File: src/rtl/output_io_pkg.sv
// output_io_pkg: CSR map, event-clear value and writer FSM states for the output_io FIFO.
// Shared by output_fifo_writer and its sub-modules.
package output_io_pkg;
    localparam logic [2:0] FILL_LEVEL  = 3'd0;
    localparam logic [2:0] I_STATUS    = 3'd1;
    localparam logic [2:0] EVENT       = 3'd2;
    localparam logic [2:0] IENABLE     = 3'd3;
    localparam logic [2:0] ALMOSTFULL  = 3'd4;
    localparam logic [2:0] ALMOSTEMPTY = 3'd5;
    localparam logic [31:0] EVENT_CLEAR_ALL = 32'h0000_003F;
    typedef enum logic [1:0] {INIT, POLL, CAPT, STREAM} state_t;
endpackage

File: src/rtl/owb_word_buffer.sv
// owb_word_buffer: circular synchronous FIFO holding words for output_fifo_writer.
// Ports: clk, rst (sync, active-high), push/wdata (enqueue), pop (dequeue head),
//        head (oldest word), full, empty, count (occupancy).
module owb_word_buffer #(
    parameter int DATA_W = 32,
    parameter int DEPTH  = 4
) (
    input  logic                         clk,
    input  logic                         rst,
    input  logic                         push,
    input  logic                         pop,
    input  logic [DATA_W-1:0]            wdata,
    output logic [DATA_W-1:0]            head,
    output logic                         full,
    output logic                         empty,
    output logic [$clog2(DEPTH+1)-1:0]   count
);
    localparam int AW = $clog2(DEPTH);
    localparam int CW = $clog2(DEPTH+1);

    logic [DATA_W-1:0] mem_q [DEPTH];
    logic [AW-1:0] wr_q, wr_d, rd_q, rd_d;
    logic [CW-1:0] cnt_q, cnt_d;

    // Pointers wrap naturally because DEPTH is a power of two.
    always_comb begin
        wr_d  = push ? wr_q + 1'b1 : wr_q;
        rd_d  = pop ? rd_q + 1'b1 : rd_q;
        cnt_d = cnt_q + CW'(push) - CW'(pop);
    end

    always_ff @(posedge clk) begin
        if (rst) begin
            wr_q  <= '0;
            rd_q  <= '0;
            cnt_q <= '0;
        end else begin
            wr_q  <= wr_d;
            rd_q  <= rd_d;
            cnt_q <= cnt_d;
        end
    end

    always_ff @(posedge clk) begin
        if (push) mem_q[wr_q] <= wdata;
    end

    assign head  = mem_q[rd_q];
    assign full  = cnt_q == CW'(DEPTH);
    assign empty = cnt_q == '0;
    assign count = cnt_q;
endmodule

File: src/rtl/output_fifo_writer.sv
// output_fifo_writer: Avalon-MM master feeding the output_io FIFO from a valid/ready word stream.
// Ports: clk_clk, reset_reset (sync, active-high); in_data/in_valid/in_ready core stream;
//        output_fifo_in_* FIFO data write port; output_fifo_in_csr_* CSR port;
//        busy (buffer non-empty or write pending); words_sent (accepted FIFO writes).
module output_fifo_writer #(
    parameter int DATA_W     = 32,
    parameter int BUF_DEPTH  = 4,
    parameter int FIFO_DEPTH = 16
) (
    input  logic              clk_clk,
    input  logic              reset_reset,
    input  logic [DATA_W-1:0] in_data,
    input  logic              in_valid,
    output logic              in_ready,
    output logic [31:0]       output_fifo_in_writedata,
    output logic              output_fifo_in_write,
    input  logic              output_fifo_in_waitrequest,
    output logic [2:0]        output_fifo_in_csr_address,
    output logic              output_fifo_in_csr_read,
    output logic [31:0]       output_fifo_in_csr_writedata,
    output logic              output_fifo_in_csr_write,
    input  logic [31:0]       output_fifo_in_csr_readdata,
    output logic              busy,
    output logic [31:0]       words_sent
);
    import output_io_pkg::*;

    localparam int CW  = $clog2(FIFO_DEPTH+1);
    localparam int BCW = $clog2(BUF_DEPTH+1);

    state_t            state_q, state_d;
    logic [CW-1:0]     credit_q, credit_d;
    logic [31:0]       words_sent_q, words_sent_d;
    logic              csr_write_q, csr_write_d, csr_read_q, csr_read_d;
    logic [2:0]        csr_address_q, csr_address_d;
    logic [31:0]       csr_writedata_q, csr_writedata_d;
    logic              push, pop, full, empty, fill_ok;
    logic [BCW-1:0]    count, occ_next;
    logic [DATA_W-1:0] head;

    owb_word_buffer #(.DATA_W(DATA_W), .DEPTH(BUF_DEPTH)) u_buf (
        .clk   (clk_clk),
        .rst   (reset_reset),
        .push  (push),
        .pop   (pop),
        .wdata (in_data),
        .head  (head),
        .full  (full),
        .empty (empty),
        .count (count)
    );

    assign in_ready             = !full && state_q != INIT;
    assign push                 = in_valid && in_ready;
    assign output_fifo_in_write = state_q == STREAM && !empty && credit_q != '0;
    assign pop                  = output_fifo_in_write && !output_fifo_in_waitrequest;

    always_comb begin
        occ_next     = count + BCW'(push) - BCW'(pop);
        // Any upper bit set means the fill level exceeds the FIFO depth.
        fill_ok      = output_fifo_in_csr_readdata[31:CW] == '0 &&
                       output_fifo_in_csr_readdata[CW-1:0] <= CW'(FIFO_DEPTH);
        credit_d     = pop ? credit_q - 1'b1 : credit_q;
        words_sent_d = pop ? words_sent_q + 32'd1 : words_sent_q;
        state_d      = state_q;
        case (state_q)
            // INIT spends one cycle with the event-clear write on the bus.
            INIT: state_d = csr_write_q ? POLL : INIT;
            POLL: state_d = CAPT;
            CAPT: begin
                credit_d = fill_ok ? CW'(FIFO_DEPTH) - output_fifo_in_csr_readdata[CW-1:0] : '0;
                state_d  = credit_d == '0 ? POLL : STREAM;
            end
            default: state_d = (credit_d == '0 && occ_next != '0) ? POLL : STREAM;
        endcase
        // CSR strobes are registered from the next state so they line up with it.
        csr_write_d     = state_d == INIT;
        csr_read_d      = state_d == POLL;
        csr_address_d   = state_d == INIT ? EVENT : FILL_LEVEL;
        csr_writedata_d = state_d == INIT ? EVENT_CLEAR_ALL : 32'd0;
    end

    always_ff @(posedge clk_clk) begin
        if (reset_reset) begin
            state_q         <= INIT;
            credit_q        <= '0;
            words_sent_q    <= '0;
            csr_write_q     <= 1'b0;
            csr_read_q      <= 1'b0;
            csr_address_q   <= '0;
            csr_writedata_q <= '0;
        end else begin
            state_q         <= state_d;
            credit_q        <= credit_d;
            words_sent_q    <= words_sent_d;
            csr_write_q     <= csr_write_d;
            csr_read_q      <= csr_read_d;
            csr_address_q   <= csr_address_d;
            csr_writedata_q <= csr_writedata_d;
        end
    end

    assign output_fifo_in_writedata     = 32'(head);
    assign output_fifo_in_csr_write     = csr_write_q;
    assign output_fifo_in_csr_read      = csr_read_q;
    assign output_fifo_in_csr_address   = csr_address_q;
    assign output_fifo_in_csr_writedata = csr_writedata_q;
    assign busy                         = !empty || output_fifo_in_write;
    assign words_sent                   = words_sent_q;
endmodule

File: config.mk
export PLATFORM = sky130hd
export DESIGN_NAME = output_fifo_writer
export DESIGN_NICKNAME = d
export VERILOG_FILES = /design/src/rtl/output_io_pkg.sv /design/src/rtl/owb_word_buffer.sv /design/src/rtl/output_fifo_writer.sv
export SDC_FILE = /design/constraint.sdc
export NUM_CORES = 1
export LEC_CHECK = 0
export BUFFER_PORTS_ARGS = -buffer_cell sky130_fd_sc_hd__buf_4
export CORE_AREA = 2 2 121 123
export CTS_CLUSTER_SIZE = 40
export DETAILED_ROUTE_END_ITERATION = 16
export DIE_AREA = 0 0 123 125
export PLACE_DENSITY = 0.87
export SKIP_LAST_GASP = 1
export SYNTH_ARGS = -nofsm -noshare
export SYNTH_HDL_FRONTEND = slang
export SYNTH_SLANG_ARGS = --single-unit
File: constraint.sdc
create_clock -name clk_clk -period 4.1 [get_ports clk_clk]
set_input_delay 0.41 -clock clk_clk [delete_from_list [all_inputs] [get_ports clk_clk]]
set_output_delay 0.41 -clock clk_clk [all_outputs]
set_load 0.05 [all_outputs]
### Word level (Yosys, flattened, before mapping)

Memories as Yosys holds them, arrays and structs flattened. A register that Yosys moved wholly into a read port is not among the register bits.
Cells that the tools add are included.
W data, S select, Z words.

* memories: 1
* memory bits (read-only): 0
* bits in writable memories: 128
* bits in registers: 83
* latch bits: 0

* divide/modulo/power cells: 0
* $mul: 0
* $lt $le $gt $ge: 1
* shift operators: 0
* add/subtract/negate cells: 7
* bitwise gates (word level): 0
* equality and inequality tests: 5
* reductions and logical operators: 20
* muxes and demuxes: 13

Memory list
* u_buf.mem_q: depth 4, bits a word 32, read ports 1, clocked after memory_dff 1, wr ports 1, RTL line owb_word_buffer.sv:21 `logic [DATA_W-1:0] mem_q [DEPTH];`

Operators with widths (number)
* $add A32 B1 Y32 const B: 1
* $logic_not A27 Y1: 1
* $mux W5: 3
* $logic_not A5 Y1: 2
* $mux W2: 5
* $logic_and A1 B1 Y1: 7
* $mux W6: 1
* $pmux W2 S3: 1
* $le A5 B5 Y1 const B: 1
* $reduce_bool A5 Y1: 1
* $sub A5 B1 Y5 const B: 1
* $sub A5 B5 Y5 const A: 1
* $add A2 B1 Y2 const B: 2
* $eq A2 B1 Y1 const B: 2
* $eq A2 B2 Y1 const B: 2
* $logic_not A2 Y1: 2
* $add A3 B1 Y3: 1
* $eq A3 B3 Y1 const B: 1
* $logic_not A1 Y1: 3
* $logic_not A3 Y1: 1
* $mux W1: 3
* $reduce_bool A3 Y1: 1
* $sub A3 B1 Y3: 1
* $reduce_bool A2 Y1: 1
* $logic_or A1 B1 Y1: 1

### Logic depth before layout (Yosys ltp)

Gate-level depths: netlist of the first run.

* depth in word-level cells: 12
* depth in mapped cells: 16
* mapped depth without buffers: 14

### Hierarchy

From an unflattened synthesis of the first run, not the netlist that was laid out.

* cells, all modules: 520
* area total of the unflattened synthesis: 7681.1 µm²

Modules (own cells, without submodules)
* owb_word_buffer: area an instance 5097.4 µm², times used 1, cells an instance 209, sequential area each 4023.9 µm²
* output_fifo_writer: area an instance 2583.7 µm², times used 1, cells an instance 311, sequential area each 820.8 µm²

### Worst setup path before layout of the first run

No wires, ideal clock.

* path type: register to register
* from: register state_q[1]
* to: register csr_read_q (netlist: output_fifo_in_csr_read)
* setup slack: 837 ps
* clock period less this slack: 3263 ps
* cell stages (with the launch flop): 13
* arrival time: 3205 ps
* path buffers: 1
* cells stage by stage: dfxtp_1 nor2_1 a21oi_1 and2_1 clkbuf_1 ha_1 inv_1 fa_1 xnor3_1 a311oi_1 o21ai_0 nor4_2 o21a_1

* cells in the longest elaborated chain, start to end: 10
* elaborated cells on any way between the ends: 19
* classes of those cells: 2 x add/sub; 4 x eq/ne; 3 x mux; 10 x reduce/logical

Ends and longest elaborated chain
* start: declaration: RTL line output_fifo_writer.sv:31 `state_t state_q, state_d;`
* start signal: assignment: RTL line output_fifo_writer.sv:93 `state_q <= state_d;`
* $reduce_bool A2 Y1: RTL line output_fifo_writer.sv:53 `assign in_ready = !full && state_q != INIT;`
* $logic_and A1 B1 Y1: RTL line output_fifo_writer.sv:53
* named net in_ready: RTL line output_fifo_writer.sv:14 `output logic in_ready,`
* $logic_and A1 B1 Y1: RTL line output_fifo_writer.sv:54 `assign push = in_valid && in_ready;`
* named net push: RTL line output_fifo_writer.sv:37 `logic push, pop, full, empty, fill_ok;`
* $add A3 B1 Y3: RTL line output_fifo_writer.sv:59 `occ_next = count + BCW'(push) - BCW'(pop);`
* $sub A3 B1 Y3: RTL line output_fifo_writer.sv:59
* $reduce_bool A3 Y1: RTL line output_fifo_writer.sv:74 `default: state_d = (credit_d == '0 && occ_next != '0) ? POLL : STREAM;`
* $logic_and A1 B1 Y1: RTL line output_fifo_writer.sv:74
* $mux W2: RTL line output_fifo_writer.sv:74
* $pmux W2 S3: RTL line output_fifo_writer.sv:66 `case (state_q)`
* $eq A2 B1 Y1: RTL line output_fifo_writer.sv:78 `csr_read_d = state_d == POLL;`
* end signal: assignment: RTL line output_fifo_writer.sv:97 `csr_read_q <= csr_read_d;`
* end: declaration: RTL line output_fifo_writer.sv:34 `logic csr_write_q, csr_write_d, csr_read_q, csr_read_d;`

The timed path passes the listed nets, and every way through them passes these cells.
A chain may end at the register's enable or synchronous reset.

### Final worst setup path of the first run

* from: register credit_q[0]
* to: register csr_read_q (netlist: output_fifo_in_csr_read)

* cells in the longest elaborated chain, start to end: 9
* elaborated cells on any way between the ends: 12
* classes of those cells: 2 x add/sub; 1 x eq/ne; 3 x mux; 6 x reduce/logical

Ends and longest elaborated chain
* start: declaration: RTL line output_fifo_writer.sv:32 `logic [CW-1:0] credit_q, credit_d;`
* start signal: assignment: RTL line output_fifo_writer.sv:94 `credit_q <= credit_d;`
* $reduce_bool A5 Y1: RTL line output_fifo_writer.sv:55 `assign output_fifo_in_write = state_q == STREAM && !empty && credit_q != '0;`
* $logic_and A1 B1 Y1: RTL line output_fifo_writer.sv:55
* $logic_and A1 B1 Y1: RTL line output_fifo_writer.sv:56 `assign pop = output_fifo_in_write && !output_fifo_in_waitrequest;`
* $sub A3 B1 Y3 / $mux W5 (equally long branches): RTL line output_fifo_writer.sv:59, output_fifo_writer.sv:63
* $reduce_bool A3 Y1 / $logic_not A5 Y1 (equally long branches): RTL line output_fifo_writer.sv:74
* $logic_and A1 B1 Y1 *: RTL line output_fifo_writer.sv:74
* $mux W2 *: RTL line output_fifo_writer.sv:74
* $pmux W2 S3 *: RTL line output_fifo_writer.sv:66
* $eq A2 B1 Y1 *: RTL line output_fifo_writer.sv:78

Mark *: on every way between the ends. The rest lies on a longest branch, timed or not.

==> results of run 1 <==
==> worst max-delay path by stage <==
stage	depth (start not counted)	slack [ns]	endpoint
6_report	14	0.51	output_fifo_in_csr_read
2_1_floorplan	12	0.84	output_fifo_in_csr_read
4_1_cts	14	0.53	state_q[1]
5_1_grt	14	0.38	state_q[1]
3_3_place_gp	14	0.78	output_fifo_in_csr_read
3_5_place_dp	14	0.55	state_q[1]
==> layer usage <==
layer	vias to the layer above	global-route usage, %	share of wire [%]
li1	2141	-	-
met4	0	7.09	0.90
met2	154	34.7	53
met5	-	0	0
met1	2259	23.4	40
met3	13	5.66	6.6
==> cells in the final DEF (no fill, tap or decap), types with 14 or more instances in the layout <==
master,synthesis,final
conb_1,1,28
clkbuf_16,0,17
a21oi_1,14,14
nand4_1,15,15
nor2_1,41,41
dfxtp_1,50,48
edfxtp_1,128,128
buf_4,36,144
mux4_2,32,32
inv_1,15,15
xor2_1,15,15
==> layout make-up <==
type                            count  area [µm²]  area share, %
Timing Repair Buffer              144        1080           11.8
Inverter                           15        56.3          0.614
Sequential cell                   178        4850           52.8
Clock inverter                     15         209           2.28
Tap cell                          184         230           2.51
Clock buffer                       17         425           4.64
Multi-Input combinational cell    284        2320           25.3
==> sequential cells by signal, indices dropped and copies added (netlist names), named ones only <==
name / count
u_buf.mem_q: 128
credit_q: 5
words_sent: 32
state_q: 2
output_fifo_in_csr_writedata: 1
u_buf.rd_q: 2
output_fifo_in_csr_read: 1
u_buf.count: 3
u_buf.wr_q: 2
==> through the flow <==
stage	hold WS [ns]	power, mW	cells
finish	0.183	4.04	837
global route	0.164	4.16	837
CTS	0.156	4.08	837
detailed placement	0.480	2.38	805
global placement	0.479	2.37	805
floorplan	0.485	2.28	534
==> cell families (layout without fill, tap and decap cells) <==
logic type / after synthesis / after routing
muxes: 35 / 35
other: 1 / 28
AOI/OAI and AO/OA: 39 / 39
buffers and inverters: 72 / 191
and+or+nand+nor: 142 / 142
xor gates and xnor gates: 28 / 28
DFF: 178 / 178
adders and majority gates: 12 / 12
==> power by group <==
group	leakage, nW	internal, mW	switching, mW
Clock	0.311	1.03	0.673
Sequential	1.56	1.96	0.0142
Combinational	1.48	0.111	0.253
Total	3.35	3.10	0.940
==> results.yml, run 1 <==
logic_synthesis:
  synthAdderAreaFrac_pct: 2.11
  yosysWarnings: 0
  synth-xor-area-share_pct: 3.46
  synth.top_cells.by_area: "edfxtp_1, dfxtp_1, mux4_2"
  synth_cell_type_count: 52
  synth_simple_gate_area_share_pct: 10.6
  synth-async-reset-ratio_pct: 0
  syn_inst: 507
  synth_edf_count: 128
  seq_area_frac_synth_pct: 64.7
  syn_area_um2: 7490
  synth_mux_area_share_pct: 10.2
  synth_top_family_by_area: "simple AND/OR/NAND/NOR gates"
  yosysMostFrequentCell: "edfxtp_1"
  synth_compound_area_share_pct: 3.19
  synthTopCellsByCount: "edfxtp_1, dfxtp_1, nor2_1"
  synth_ff_type: "edfxtp_1"
  avgSynthCellArea_um2: 14.8
  ys_seq_elements: 178
  synth_top_area_share_pct: 51.3
  synth_top_cell_by_area: "edfxtp_1"
cells_and_area:
  postLayoutCellArea_um2: 9170
  num-fill-cells: 1042
  nets: 720
  drive_gt1_share_pct: 33.5
  diodes: 0
  syn2layout_area_growth_pct: 22.5
  post-route-util_pct: 64.6
critical_path:
  crit_path_top_delay_cell: "or4b_1"
  path_delay_family: "simple AND/OR/NAND/NOR gates"
  crit_fanout: 7
  r2r-end: "output_fifo_in_csr_read"
  worst-path-buf-inv: 3
  critPathLaunch: "credit_q[0]"
  reg2regPathDepth: 14
  worstPathCellList: "inv_1 -> ha_1 -> or4b_1 -> and3_4 -> ha_1 -> inv_1 -> ha_1 -> inv_1 -> fa_1 -> xnor3_1 -> a311oi_1 -> o21ai_0 -> nor4_2 -> o21a_1"
  required_ns: 4.46
  arrival_ns: 3.95
  start_kind: "flop"
  slowest_delay_ns: 0.58
  r2r_setup_slack_ns: 0.51
  timing.rr.start: "credit_q[0]"
  critPathKind: "reg2reg"
  critPathCaptureType: "flop"
sta:
  fmax_ghz: 0.279
  hold_violations: 0
  finalCritPeriodShare_pct: 87.5
  setup_tns_ns: 0
  rsz0062_at_grt: "false"
  tightest_slew_ns: 0.882
  setup_viol_count_final: 0
  slew_viol_final: 0
  layout_setup_ws_ns: 0.511
  fin_skew_ns: 0.0112
  min_period_ns: 3.59
  max-slew-margin-rel_pct: 41.2
floorplanning:
  fp-row-count: 44
  die-height_um: 125
  start_util_pct: 52.7
  core-area_um2: 14200
  die_w_um: 123
  fp.dieArea_um2: 15400
  ios: 172
clock_network:
  cts.repair.resized: 0
  cts_made_buffers: 17
  cts.sinks: 178
  path_clk_slew_ns: 0.07
  cts_tree: "yes"
  holdBufCountCts: 0
  htreeDepth: 4
  clockRootBuffer: "clkbuf_16"
  cts_buffer_depth: 2
  post_cts_buffers: 0
  worstSkewPairLatency_ns: 0.43
worst_hold_path:
  hold_start: "in_data[0]"
  hold_class: "in2reg"
  hold_end: "u_buf.mem_q[2][0]"
  worstHoldPathCells: 1
placed_design:
  place_area_um2: 8540
  hpwl_mm: 9.73
  numPortBuffers: 143
  gp_congestion: 0.838
  place_ws_ns: 0.550
power:
  p_per_area_nw_per_um2: 440
  vdd_drop_max_mv: 0.262
  p_leak_nw: 3.35
detailed_routing:
  wire_per_inst_um: 17.6
  ant_nets: 0
  firstDrtPassIters: 4
  drt_iter0_markers: 291
  avgViaCountPerCell: 5.46
  wl_mm: 14.8
  via_count: 4567
  drcViolationCount: 0
grt:
  grt_pass1_vias: 4675
  overflow: 0
  antenna_found_initial: 0
  grt_usage_pct: 19.9
  grt_pass1_wl_mm: 23.3
  grt_max_degree: 49
outcome:
  status: "finished clean"
job:
  drv_cap: 0
No activity file was read; power rests on OpenSTA's default activity.
==> run 2: changes to the inputs <==
Clock period 4.1 ns to 3.6 ns, I/O delays scaled along.
==> results.yml, run 2 (synthesis results as in run 1) <==
placed_design:
  gp_congestion: 0.830
  hpwl_mm: 9.80
  numPortBuffers: 143
  place_area_um2: 8550
  place_ws_ns: 0.0667
  place_inst: 806
detailed_routing:
  firstDrtPassIters: 4
  drcViolationCount: 0
  avgViaCountPerCell: 5.48
  wire_per_inst_um: 17.9
  ant_nets: 0
  via_count: 4606
  drt_iter0_markers: 223
  wl_mm: 15.0
floorplanning:
  die_w_um: 123
  start_util_pct: 52.7
  die-height_um: 125
  ios: 172
  core-area_um2: 14200
  fp-row-count: 44
  fp.dieArea_um2: 15400
critical_path:
  critPathKind: "reg2reg"
  r2r_setup_slack_ns: 0.18
  path_delay_family: "simple AND/OR/NAND/NOR gates"
  cp_common_cell: "ha_1"
  crit_fanout: 7
  crit_path_top_delay_cell: "or4b_4"
  worst-path-buf-inv: 3
  start_kind: "flop"
  critPathCaptureType: "flop"
  worstPathCellList: "inv_2 -> ha_1 -> or4b_4 -> and3_4 -> ha_1 -> inv_1 -> ha_1 -> inv_1 -> fa_1 -> xnor3_1 -> a311oi_1 -> o21ai_1 -> nor4_2 -> o21a_1"
  slowest_delay_ns: 0.51
  required_ns: 3.97
  arrival_ns: 3.80
clock_network:
  cts_buffer_depth: 2
  clockRootBuffer: "clkbuf_16"
  worstSkewPairLatency_ns: 0.43
  htreeDepth: 4
  cts_made_buffers: 17
  cts_tree: "yes"
  holdBufCountCts: 0
  path_clk_slew_ns: 0.07
  cts.sinks: 178
grt:
  overflow: 0
  grt_usage_pct: 20.4
  grt_pass1_vias: 4698
  grt_pass1_wl_mm: 23.7
  grt_max_degree: 49
  antenna_found_initial: 0
power:
  p_leak_nw: 3.33
  p_per_area_nw_per_um2: 485
  total_power_mw: 4.44
  vdd_drop_max_mv: 0.296
cells_and_area:
  syn2layout_area_growth_pct: 22.2
  final_cell_mix: "buf_4, edfxtp_1, dfxtp_1, nor2_1, mux4_2"
  postLayoutCellArea_um2: 9150
  layout_commonest_cell: "buf_4"
  drive_gt1_share_pct: 33.9
  stdcell_count: 841
  nets: 725
  largest_register_ffs: 128
  post-route-util_pct: 64.4
  diodes: 0
  top_register: "u_buf.mem_q"
sta:
  finalCritPeriodShare_pct: 95.1
  layout_setup_ws_ns: 0.176
  max-slew-margin-rel_pct: 40.9
  hold_violations: 0
  setup_viol_count_final: 0
  hold_ws_ns: 0.129
  min_period_ns: 3.42
  rsz0062_at_grt: "false"
  tightest_slew_ns: 0.886
  setup_tns_ns: 0
  fin_skew_ns: 0.00692
  fmax_ghz: 0.292
  slew_viol_final: 0
worst_hold_path:
  hold_class: "in2reg"
outcome:
  status: "finished clean"
job:
  drv_cap: 0
-- run 2: cell count changes in the layout (fill, tap and decap cells not counted), sizes merged --
| cell | before | now |
|---|---|---|
| buf | 144 | 149 |
| clkinv | 8 | 3 |
| bufinv | 4 | 2 |
| clkbuf | 17 | 19 |
| clkinvlp | 1 | 4 |
| inv | 17 | 18 |
-- run 2: final cells by class --
type	count	area, µm²
clock buffer	19	433
clock inverter	12	134
fill	1034	5060
inverter	15	56.3
multi-input combinational	284	2330
sequential	178	4850
tap	184	230
timing repair buffer	149	1120
-- run 2: timing repair --
action                                  4_1_cts  5_1_grt
gates resized for setup                       0        4
buffers inserted                              0        4
endpoints found under the setup margin        0        3
-- run 2: per-layer routing --
layer,global-route usage (%),up-vias,share of wire (%)
met3,6.84,22,7.6
met4,7.09,0,1.6
met2,34.9,151,52
met5,0,-,0
met1,24.0,2291,39
li1,-,2142,-
-- run 2: worst register-to-register path, delay by kind of cell (launching register included) --
family | cells | cell delay (ns)
flip-flops | 1 | 0.32
XOR/XNOR | 1 | 0.21
AND/OR/NAND/NOR | 3 | 1.08
AO/OA/AOI/OAI | 3 | 0.58
adder cells (fa/ha/maj) | 4 | 0.96
buffers and inverters | 3 | 0.21
-- run 2: final timing paths --
check / start / to / cells after the start
worst min register to register: words_sent[31] / words_sent[31] / 2
worst max-delay path: credit_q[0] / output_fifo_in_csr_writedata[4] / 14
worst min-delay path: in_data[20] / u_buf.mem_q[2][20] / 1
worst max register to register: credit_q[0] / output_fifo_in_csr_writedata[4] / 14
-- run 2: where the power goes --
part           switching (mW)  total [mW]  internal [mW]  leakage [nW]
clock network           0.754        1.77           1.02         0.264
logic                   0.288       0.415          0.127          1.51
registers              0.0167        2.25           2.23          1.56
